[src/rtl/mac_dot_sequencer.sv]
// mac_dot_sequencer: feeds a 4-lane MAC over a valid/ready stream and accumulates its results into a dot product
module mac_dot_sequencer #(
  parameter int MAC_LATENCY = 3,
  parameter int ACC_WIDTH = 32,
  parameter int LEN_WIDTH = 16
) (
  input  logic                 clk,
  input  logic                 resetn,
  input  logic                 start,
  input  logic [LEN_WIDTH-1:0] cfg_len,
  output logic                 busy,
  input  logic                 in_valid,
  output logic                 in_ready,
  input  logic [31:0]          in_a,
  input  logic [31:0]          in_b,
  output logic [31:0]          mac_a,
  output logic [31:0]          mac_b,
  input  logic [17:0]          mac_result,
  output logic                 out_valid,
  input  logic                 out_ready,
  output logic [ACC_WIDTH-1:0] out_data,
  output logic                 out_overflow
);
  typedef enum logic [1:0] {IDLE, LOAD, DRAIN, HOLD} state_t;
  state_t state, nxt;
  logic [LEN_WIDTH-1:0] cnt;
  logic [MAC_LATENCY:0] trk;
  logic [ACC_WIDTH-1:0] acc, ext, sum;
  logic ovf, accept, acc_en, last, add_ov;
  assign accept = in_valid & in_ready;
  assign acc_en = trk[MAC_LATENCY];
  assign last = acc_en & ~|trk[MAC_LATENCY-1:0];
  assign ext = ACC_WIDTH'($signed(mac_result));
  assign sum = acc + ext;
  assign add_ov = (acc[ACC_WIDTH-1] == ext[ACC_WIDTH-1]) & (sum[ACC_WIDTH-1] != acc[ACC_WIDTH-1]);
  always_ff @(posedge clk or negedge resetn)
    if (!resetn) state <= IDLE;
    else state <= nxt;
  always_comb
    nxt = state == IDLE  ? (start ? (cfg_len == '0 ? HOLD : LOAD) : IDLE) :
          state == LOAD  ? (accept && cnt == LEN_WIDTH'(1) ? DRAIN : LOAD) :
          state == DRAIN ? (last ? HOLD : DRAIN) :
                           (out_ready ? IDLE : HOLD);
  always_comb begin
    busy = state != IDLE;
    in_ready = state == LOAD;
    out_valid = state == HOLD;
  end
  always_ff @(posedge clk or negedge resetn)
    if (!resetn) begin
      cnt <= '0;
      trk <= '0;
      acc <= '0;
      ovf <= 1'b0;
      mac_a <= '0;
      mac_b <= '0;
    end else begin
      mac_a <= accept ? in_a : '0;
      mac_b <= accept ? in_b : '0;
      trk <= {trk[MAC_LATENCY-1:0], accept};
      if (state == IDLE && start) begin
        cnt <= cfg_len;
        acc <= '0;
        ovf <= 1'b0;
      end else begin
        if (accept) cnt <= cnt - LEN_WIDTH'(1);
        if (acc_en) begin
          acc <= sum;
          ovf <= ovf | add_ov;
        end
      end
    end
  assign out_data = acc;
  assign out_overflow = ovf;
endmodule

[config.mk]
export PLATFORM = sky130hd
export DESIGN_NAME = mac_dot_sequencer
export DESIGN_NICKNAME = d
export VERILOG_FILES = /design/src/rtl/mac_dot_sequencer.sv
export SDC_FILE = /design/constraint.sdc
export NUM_CORES = 1
export LEC_CHECK = 0
export ABC_AREA = 0
export BUFFER_PORTS_ARGS = -buffer_cell sky130_fd_sc_hd__buf_4
export CAP_MARGIN = 15
export CORE_MARGIN = 10
export CORE_UTILIZATION = 47
export CTS_BUF_LIST = sky130_fd_sc_hd__clkbuf_8
export CTS_CLUSTER_SIZE = 25
export DETAILED_ROUTE_END_ITERATION = 16
export MAX_ROUTING_LAYER = met4
export PLACE_DENSITY = 0.89
export SLEW_MARGIN = 10
export SYNTH_ARGS = -nofsm -noshare
export SYNTH_HDL_FRONTEND = slang
export SYNTH_SLANG_ARGS = --single-unit
[constraint.sdc]
create_clock -name clk -period 2.8 [get_ports clk]
set_input_delay 0.56 -clock clk [delete_from_list [all_inputs] [get_ports clk]]
set_output_delay 0.56 -clock clk [all_outputs]
set_load 0.03 [all_outputs]
======== After elaboration in Yosys (flattened, before gate mapping) ========
Cells that the tools add are included.
storage, ports and cells
  register bits after elaboration ......... 119
  input bits .............................. 103
cells by class
  add/subtract/negate cells ............... 2
  eq/ne operators ......................... 6
  multiplexer cells ....................... 16
  bitwise logic cells ..................... 4
  reduce and logical (&&, ||, !) cells .... 9
operators with widths
  operator               count
  $mux 32                4
  $add 32x32->32         1
  $mux 16                2
  $eq 16x1->1 const B    1
  $logic_not 16->1       1
  $sub 16x1->16 const B  1
  $mux 2                 7
  $reduce_bool 2->1      3
  $eq 2x2->1 const B     2
  $and 1x1->1            3
  $mux 1                 3
  $reduce_or 3->1        1
  $eq 2x1->1 const B     1
  $logic_and 1x1->1      2
  $logic_not 2->1        1
  $eq 1x1->1             1
  $logic_not 1->1        1
  $ne 1x1->1             1
  $or 1x1->1             1

======== Depth between registers and ports, before layout ========
Gate-level depths: netlist (run 1).
  word-level depth ........................ 7
  mapped depth ............................ 13

======== Least setup slack after synthesis (run 1) ========
Ideal clock, no wire load.
  path type ............................... input -> register
  start ................................... input mac_result[10]
  end ..................................... register acc[31] (netlist: out_data[31])
  arrival time ............................ 2,971 ps
  required time ........................... 2,726 ps
  slack ................................... -245 ps
  stages .................................. 11
  cell sequence ........................... ha_1 a211oi_2 o21bai_1 a41o_1 a211o_1 o211ai_2 a41oi_2 and2_1 o41a_1 a21o_1 a21oi_2
on the way
  longest elaborated chain between the ends .. 3
ends and longest elaborated chain
  item                  RTL line  RTL
  start, declared       18        input logic [17:0] mac_result,
  $add 32x32->32        34        assign sum = acc + ext;
  $mux 32               67        if (acc_en) begin
  $mux 32               61        if (state == IDLE && start) begin
  end signal, assigned  68        acc <= sum;
  end, declared         28        logic [ACC_WIDTH-1:0] acc, ext, sum;
No other way between the ends. The select of a mux whose other input is x is not followed.
A chain may end at the register's enable or synchronous reset.

======== Final worst setup path (run 1) ========
  start ................................... register acc[10] (netlist: out_data[10])
  end ..................................... register acc[31] (netlist: out_data[31])
on the way
  longest elaborated chain between the ends .. 3
ends and longest elaborated chain
  item            RTL line
  $add 32x32->32  34
  $mux 32         67
  $mux 32         61
No other way between the ends. The select of a mux whose other input is x is not followed.

==> results.toml, run 1 <==
[status]
status = "complete, but fails checks"
violations = "setup timing"

[final_layout]
fill_cells = 939
antenna_cells = 0
drive_above_1_share = 0.380
area_growth_pct = 44.1
fin_cells = 1041
fin_nets = 993

[die]
die_area_um2 = 17900
fp.dieH_um = 134
die_w_um = 134
num_rows = 41
io_pins = 203
initial_core_util = 0.480
core_area_um2 = 12700

[timing]
slew_viol_final = 0
slew_headroom = 0.493
setup_ws_ns = -0.00240
fmax_ghz = 0.357
fin_hold_ws_ns = 0.171
finalClockSkew_ns = 0.0125
finalWorstPathRequiredPeriod_ns = 2.80
fin_crit_sh = 1.00
grt_setup_unrepaired = "yes"
finalSetupViolCount = 1
finalHoldViolCount = 0
worst_slew_pin_slew_ns = 0.760
tns_ns = -0.00240

[power]
leakagePower_uw = 0.00453
vdd_drop_max_uv = 418
p_per_area_nw_per_um2 = 1030
total_power_uw = 9010

[routing]
wirelength_um = 19100
dr.pass1.iters = 5
ant_nets = 0
avgViaCountPerCell = 5.55
vias = 5776
wl_per_cell_um = 18.3
drc_errors = 0
drt_iter0_markers = 469

[grt]
gr-total-overflow = 0
grt_pass1_wl_um = 29500
met1_usage = 0.224
met3_usage = 0.102
grt_util_met2 = 0.348
grtUsageTotal = 0.213
antenna_found_initial = 0
grt_max_degree = 66
globalRoute.busiestLayer = "met2"
grt_pass1_vias = 5878

[synth]
yosysSeqAreaShare = 0.489
syn-cell-area_um2 = 6080
synth_common_cells = "dfrtp_1 (119), and3_1 (67), nor2_1 (47)"
synth_top_area_share = 0.489
synth_async_sr_flop_share = 1.00
syn_inst = 605
synthTopCellsByArea = "dfrtp_1 (49%), and3_1 (6.9%), ha_1 (6.8%)"
synth_most_common_cell = "dfrtp_1"
synthFlopType = "dfrtp_1"
synth-seq-cells = 119
synth_edf_count = 0
syn_nets = 742
postSynthAreaPerCell_um2 = 10.1
yosysUniqueCellTypes = 54
yosys_warnings = 0
synth_largest_area_cell = "dfrtp_1"

[worst_setup_path]
cp_max_fo = 3
reg2reg_slack_ns = -0.002
worstPathRequired_ns = 3.16
r2r_cells = 11
critPathArrivalTime_ns = 3.17
worst_setup_path_end_kind = "flip-flop"
worst_r2r_endpoint = "out_data[31]"
critical_path_class = "reg -> reg"
critPathLaunchType = "flip-flop"
reg2reg_from = "out_data[10]"

[clocking]
cts_made_buffers = 17
cts-root-buf = "clkbuf_8"
clock_sinks = 119
clk_pin_slew_worst_paths_ns = 0.08
ctsHtreeMaxLevel = 4
cts_tree = "built"
clock_path_buffers = 2
worstSkewPairLatency_ns = 0.45

[placement]
gp_congestion = 0.887
dp.cells = 998
hpwlAfterDp_um = 14200
numPortBuffers = 202
dpl_worst_slack_ns = -0.356

[worst_hold_path]
hold_path_class = "in -> async"

[run]
drv_cap = 0
-- repair_timing --
item | in CTS | in global routing
hold buffers | 0 | 0
endpoints found under the setup margin | 4 | 10
setup buffers | 1 | 10
pin swaps | 1 | 14
gates resized for setup | 4 | 19
-- critical path: stages, from the launching register on --
cell      delay [ns]
dfrtp_2         0.44
ha_4            0.22
a211oi_2        0.18
o21bai_1        0.12
a41o_1          0.22
a211o_1         0.29
o211ai_2        0.22
a41oi_2         0.15
and2_4          0.17
o41a_1          0.41
a21o_1          0.19
a21oi_2         0.10
-- cell type report --
type                       count  area, µm²  area share
clock buffer                  18        248      0.0283
tap                          172        215      0.0245
multi-input combinational    441       3100       0.353
clock inverter                14        161      0.0184
inverter                      14       52.6     0.00599
timing repair buffer         263       2010       0.229
sequential                   119       2980       0.340
-- cells in the final DEF, fill, tap and decap left out, types with 4 or more instances in the layout --
cell type	instances
clkbuf_8	18
o21ai_2	4
nor4_1	12
o21bai_1	4
ha_4	6
o22ai_1	4
nor2b_1	7
a221o_1	4
a31oi_1	5
o21a_1	5
buf_4	260
and3_1	67
a21oi_2	4
o21ai_0	24
nand4_1	4
mux2i_1	17
a211oi_1	5
ha_1	26
a21oi_1	29
dfrtp_1	117
xor2_1	7
nor3_1	13
clkinv_4	4
o211ai_1	5
nand3_1	12
nor2_1	46
and2_1	4
xnor2_1	17
nand2_1	40
a21o_1	20
inv_1	17
-- state kept, by name, summed over array words and instances (netlist names) --
signal	flops
cnt	16
mac_a	32
mac_b	32
out_data	32
out_overflow	1
state	2
trk	4
-- how the worst max path moves through the flow --
stage / startpoint / end / slack, ns
after floorplan: mac_result[1] / out_data[31] / -0.02
after global placement: mac_result[1] / out_data[31] / -0.23
after detailed placement: mac_result[0] / out_data[28] / -0.36
after CTS: out_data[10] / out_data[31] / -0.006
after global routing: out_data[10] / out_data[31] / -0.09
final: out_data[10] / out_data[31] / -0.002
-- through the flow --
step,util,area [µm²]
after CTS,0.679,8610
final,0.692,8770
after floorplan,-,6150
after detailed placement,0.646,8180
after global placement,0.646,8180
after global routing,0.692,8770
-- kinds of logic (layout without fill, tap and decap cells) --
kind of cell,Yosys count,after routing,share of synthesized area
compound gates,138,138,0.152
xor+xnor,24,24,0.0345
fa+ha+maj,34,34,0.0712
buf+inv,45,309,0.0278
flops,119,119,0.489
mux,17,17,0.0280
simple gates,228,228,0.197
-- power breakdown --
part / internal [µW] / switching, µW / leakage [µW]
combinational: 2260 / 2630 / 0.00283
clock: 894 / 707 / 0.000212
sequential: 2160 / 368 / 0.00148
total: 5300 / 3710 / 0.00453
-- metal layers --
metal	share of wire	vias up
met5	0	-
met4	0.023	0
met3	0.12	34
met2	0.49	287
met1	0.37	2740
li1	-	2715
Power figures use the tool's default switching activity.
==> inputs of run 2 (changes only) <==
Settings changed: BUFFER_PORTS_ARGS -buffer_cell sky130_fd_sc_hd__buf_4 to not set, CORE_UTILIZATION 47 to 60, DONT_BUFFER_PORTS set to 1, PLACE_DENSITY 0.89 to 0.9.
==> results.toml, run 2 (synthesis results as in run 1) <==
[status]
status = "complete, but fails checks"
violations = "hold timing"

[die]
fp.dieH_um = 121
initial_core_util = 0.620
die_area_um2 = 14600
io_pins = 203
die_w_um = 121
num_rows = 36
core_area_um2 = 9820

[timing]
slew_headroom = 0.637
finalWorstPathRequiredPeriod_ns = 2.78
worst_slew_pin_slew_ns = 0.545
fin_crit_sh = 0.992
finalHoldViolCount = 119
finalSetupViolCount = 0
finalClockSkew_ns = 0.0136
fin_hold_ws_ns = -0.191
grt_setup_unrepaired = "yes"
setup_ws_ns = 0.0233
slew_viol_final = 0
fmax_ghz = 0.360

[clocking]
clk_pin_slew_worst_paths_ns = 0.08
clock_path_buffers = 2
worstSkewPairLatency_ns = 0.43
cts-root-buf = "clkbuf_8"
clock_sinks = 119
cts_made_buffers = 17
cts_tree = "built"
ctsHtreeMaxLevel = 4

[routing]
wirelength_um = 17300
wl_per_cell_um = 21.8
drt_iter0_markers = 353
ant_nets = 0
vias = 4974
dr.pass1.iters = 5
drc_errors = 0
avgViaCountPerCell = 6.29

[worst_setup_path]
critical_path_class = "reg -> reg"
worstPathRequired_ns = 3.16
cp_cell_sequence = "ha_4, a211oi_2, o21bai_1, a41o_1, a211o_1, o211ai_2, a41oi_2, and2_4, o41a_1, a21o_1, a21oi_2"
critPathLaunchType = "flip-flop"
critPathArrivalTime_ns = 3.13
cp_slowest_stage_delay_ns = 0.43
cp_max_fo = 3
slowest_stage = "dfrtp_2"
worst_setup_path_end_kind = "flip-flop"

[final_layout]
final_cell_area_um2 = 7030
drive_above_1_share = 0.162
fin_nets = 777
finish.utilization = 0.716
area_growth_pct = 15.6
fin_cells = 791
layout_common_cells = "dfrtp_1 (117), and3_1 (67), nor2_1 (46), buf_4 (46), nand2_1 (40)"
final_common_cell = "dfrtp_1"

[power]
vdd_drop_max_uv = 562
leakagePower_uw = 0.00345
p_per_area_nw_per_um2 = 1180

[placement]
gp_congestion = 0.905
dp.cells = 753
numPortBuffers = 0
dpl_cell_area_um2 = 6560
hpwlAfterDp_um = 12800
dpl_worst_slack_ns = -0.182

[grt]
grt_pass1_vias = 5142
grtUsageTotal = 0.243
grt_max_degree = 120
antenna_found_initial = 6
grt_pass1_wl_um = 26900
gr-total-overflow = 0

[run]
drv_cap = 0

[worst_hold_path]
hold_path_class = "in -> async"
==> run 2: metal layers <==
layer  vias to the layer above  part of all wire  track usage
met3                        36             0.095        0.101
met5                         -                 0            -
li1                       2277                 -            -
met1                      2413              0.37        0.250
met2                       248              0.51        0.412
met4                         0             0.022       0.0784
==> run 2: cell type report <==
class	count	area (µm²)
multi-input combinational	441	3020
sequential	119	2980
fill	762	2790
timing repair buffer	47	365
clock buffer	18	248
clock inverter	14	188
tap	133	166
inverter	14	52.6
antenna	5	12.5
==> run 2: path summary, 6_finish.rpt <==
| path | startpoint | end | slack, ns | cells after the start |
|---|---|---|---|---|
| setup / recovery | out_data[10] | out_data[31] | 0.02 | 11 |
| hold reg to reg | trk[2] | trk[3] | 0.39 | 0 |
| hold / removal | resetn | out_data[11] | -0.19 | 0 |
| setup reg to reg | out_data[10] | out_data[31] | 0.02 | 11 |
| max in group asynchronous | resetn | out_data[10] | 2.75 | 0 |
| min in group clk | cfg_len[9] | cnt[9] | 0.25 | 1 |
==> run 2: power by group <==
group	leakage (µW)	switching (µW)	internal (µW)	total, µW
Sequential	0.00148	688	2150	2840
Clock	0.000217	759	929	1690
Combinational	0.00175	2110	1700	3810
Total	0.00345	3550	4780	8330
==> run 2: worst max-delay path, delay by kind of cell, from the launching register on <==
kind / cells / cell delay, ns
AND/OR/NAND/NOR: 1 / 0.17
AO/OA/AOI/OAI: 9 / 1.88
adder cells (fa/ha/maj): 1 / 0.22
flip-flops: 1 / 0.43
==> run 2: stage by stage <==
step	setup TNS [ns]	total power, µW
6_report	0	8330
5_1_grt	-0.250	8880
4_1_cts	0	8300
3_5_place_dp	-0.676	6570
3_3_place_gp	-0.118	6390
2_1_floorplan	-0.0232	5460
==> run 2: what timing repair did <==
action	4_1_cts	5_1_grt
setup endpoints to repair	1	10
resized for setup	0	10
cloned	0	0
pin swaps	1	5
setup buffers	0	1
endpoints found under the hold margin	119	119
==> inputs of run 3 (changes only) <==
Settings changed: SETUP_SLACK_MARGIN set to 0.2, SLEW_MARGIN 10 to not set.
==> results.toml, run 3 (synthesis results as in run 1) <==
[status]
status = "complete, but fails checks"
violations = "hold timing"

[worst_hold_path]
hold_path_class = "in -> async"

[final_layout]
layout_common_cells = "dfrtp_1 (115), and3_1 (67), buf_4 (50)"
fin_cells = 794
area_growth_pct = 16.9
final_cell_area_um2 = 7110
final_common_cell = "dfrtp_1"
drive_above_1_share = 0.191
fin_nets = 780

[worst_setup_path]
cp_slowest_stage_delay_ns = 0.43
worst_setup_path_end_kind = "flip-flop"
worstPathRequired_ns = 3.14
slowest_stage = "dfrtp_2"
critPathArrivalTime_ns = 3.07
cp_cell_sequence = "ha_4, a211oi_2, o21bai_1, a41o_1, a211o_1, o211ai_2, a41oi_2, and2_4, o41a_1, a21o_1, a21oi_2"
cp_max_fo = 3
critPathLaunchType = "flip-flop"
reg2reg_slack_ns = 0.08
critical_path_class = "reg -> reg"

[die]
io_pins = 203
die_area_um2 = 14600
num_rows = 36
initial_core_util = 0.620
core_area_um2 = 9820
die_w_um = 121
fp.dieH_um = 121

[grt]
antenna_found_initial = 6
grt_max_degree = 120
gr-total-overflow = 0
grt_pass1_wl_um = 26700
grtUsageTotal = 0.240
grt_pass1_vias = 5052

[timing]
finalSetupViolCount = 0
fin_hold_ws_ns = -0.182
finalClockSkew_ns = 0.0151
finalWorstPathRequiredPeriod_ns = 2.72
tns_ns = 0
fmax_ghz = 0.368
setup_ws_ns = 0.0792
slew_viol_final = 0
worst_slew_pin_slew_ns = 0.544
grt_setup_unrepaired = "yes"
fin_crit_sh = 0.972
finalHoldViolCount = 119
slew_headroom = 0.637

[placement]
gp_congestion = 0.943
dpl_worst_slack_ns = -0.0537
dp.cells = 750
hpwlAfterDp_um = 12900
numPortBuffers = 0
dpl_cell_area_um2 = 6580

[clocking]
clock_path_buffers = 2
worstSkewPairLatency_ns = 0.43
clock_sinks = 119
cts_tree = "built"
cts-root-buf = "clkbuf_8"
clk_pin_slew_worst_paths_ns = 0.08
ctsHtreeMaxLevel = 4
cts_made_buffers = 17

[routing]
wirelength_um = 17300
drc_errors = 0
dr.pass1.iters = 4
vias = 4944
avgViaCountPerCell = 6.23
ant_nets = 0
drt_iter0_markers = 489
wl_per_cell_um = 21.8

[power]
vdd_drop_max_uv = 581
p_per_area_nw_per_um2 = 1180
leakagePower_uw = 0.00346

[run]
drv_cap = 0
-- run 3: changes by cell type in the layout (fill, tap and decap cells not counted), sizes merged --
cell / before / now
buf: 47 / 50
bufinv: 3 / 1
inv: 20 / 22
clkbuf: 18 / 17
clkinvlp: 1 / 2
-- run 3: cell type report --
type	count	area, µm²
inverter	14	52.6
fill	704	2710
timing repair buffer	50	375
clock inverter	15	144
multi-input combinational	441	3140
sequential	119	2980
clock buffer	17	234
tap	133	166
antenna	5	12.5
-- run 3: power by group --
group,switching [µW],total [µW],internal (µW)
combinational,2210,4050,1840
sequential,677,2830,2150
clock,764,1490,722
-- run 3: final timing paths --
path	cells after the start	endpoint	from
max in group asynchronous	0	out_data[27]	resetn
min in group clk	1	cnt[9]	cfg_len[9]
worst max register to register	11	out_data[31]	out_data[10]
worst max-delay path	11	out_data[31]	out_data[10]
worst min-delay path	0	out_data[11]	resetn
worst min register to register	0	trk[2]	trk[1]
-- run 3: per-stage QoR --
stage | util | hold slack, ns | total power [µW]
finish | 0.724 | -0.182 | 8360
global route | 0.724 | -0.215 | 8920
detailed placement | 0.670 | 0.268 | 6600
floorplan | - | 0.264 | 5530
global placement | 0.670 | 0.268 | 6440
CTS | 0.709 | -0.197 | 8130
-- run 3: metal layers --
layer	routed length [µm]	track usage	vias to the layer above
met1	6350	0.252	2365
li1	-	-	2280
met3	1570	0.0856	41
met2	8910	0.404	258
met4	500	0.0988	0
met5	0	-	-
-- run 3: timing repair --
item | in CTS | in global routing
gates resized for setup | 1 | 23
buffers inserted | 0 | 7
endpoints found under the hold margin | 119 | 119
pin swaps | 3 | 24
endpoints found under the setup margin | 6 | 14
-- run 3: worst max-delay path, delay by kind of cell, from the launching register on --
kind	cells	cell delay, ns
flops	1	0.43
compound gates	9	1.82
simple gates	1	0.17
fa+ha+maj	1	0.23
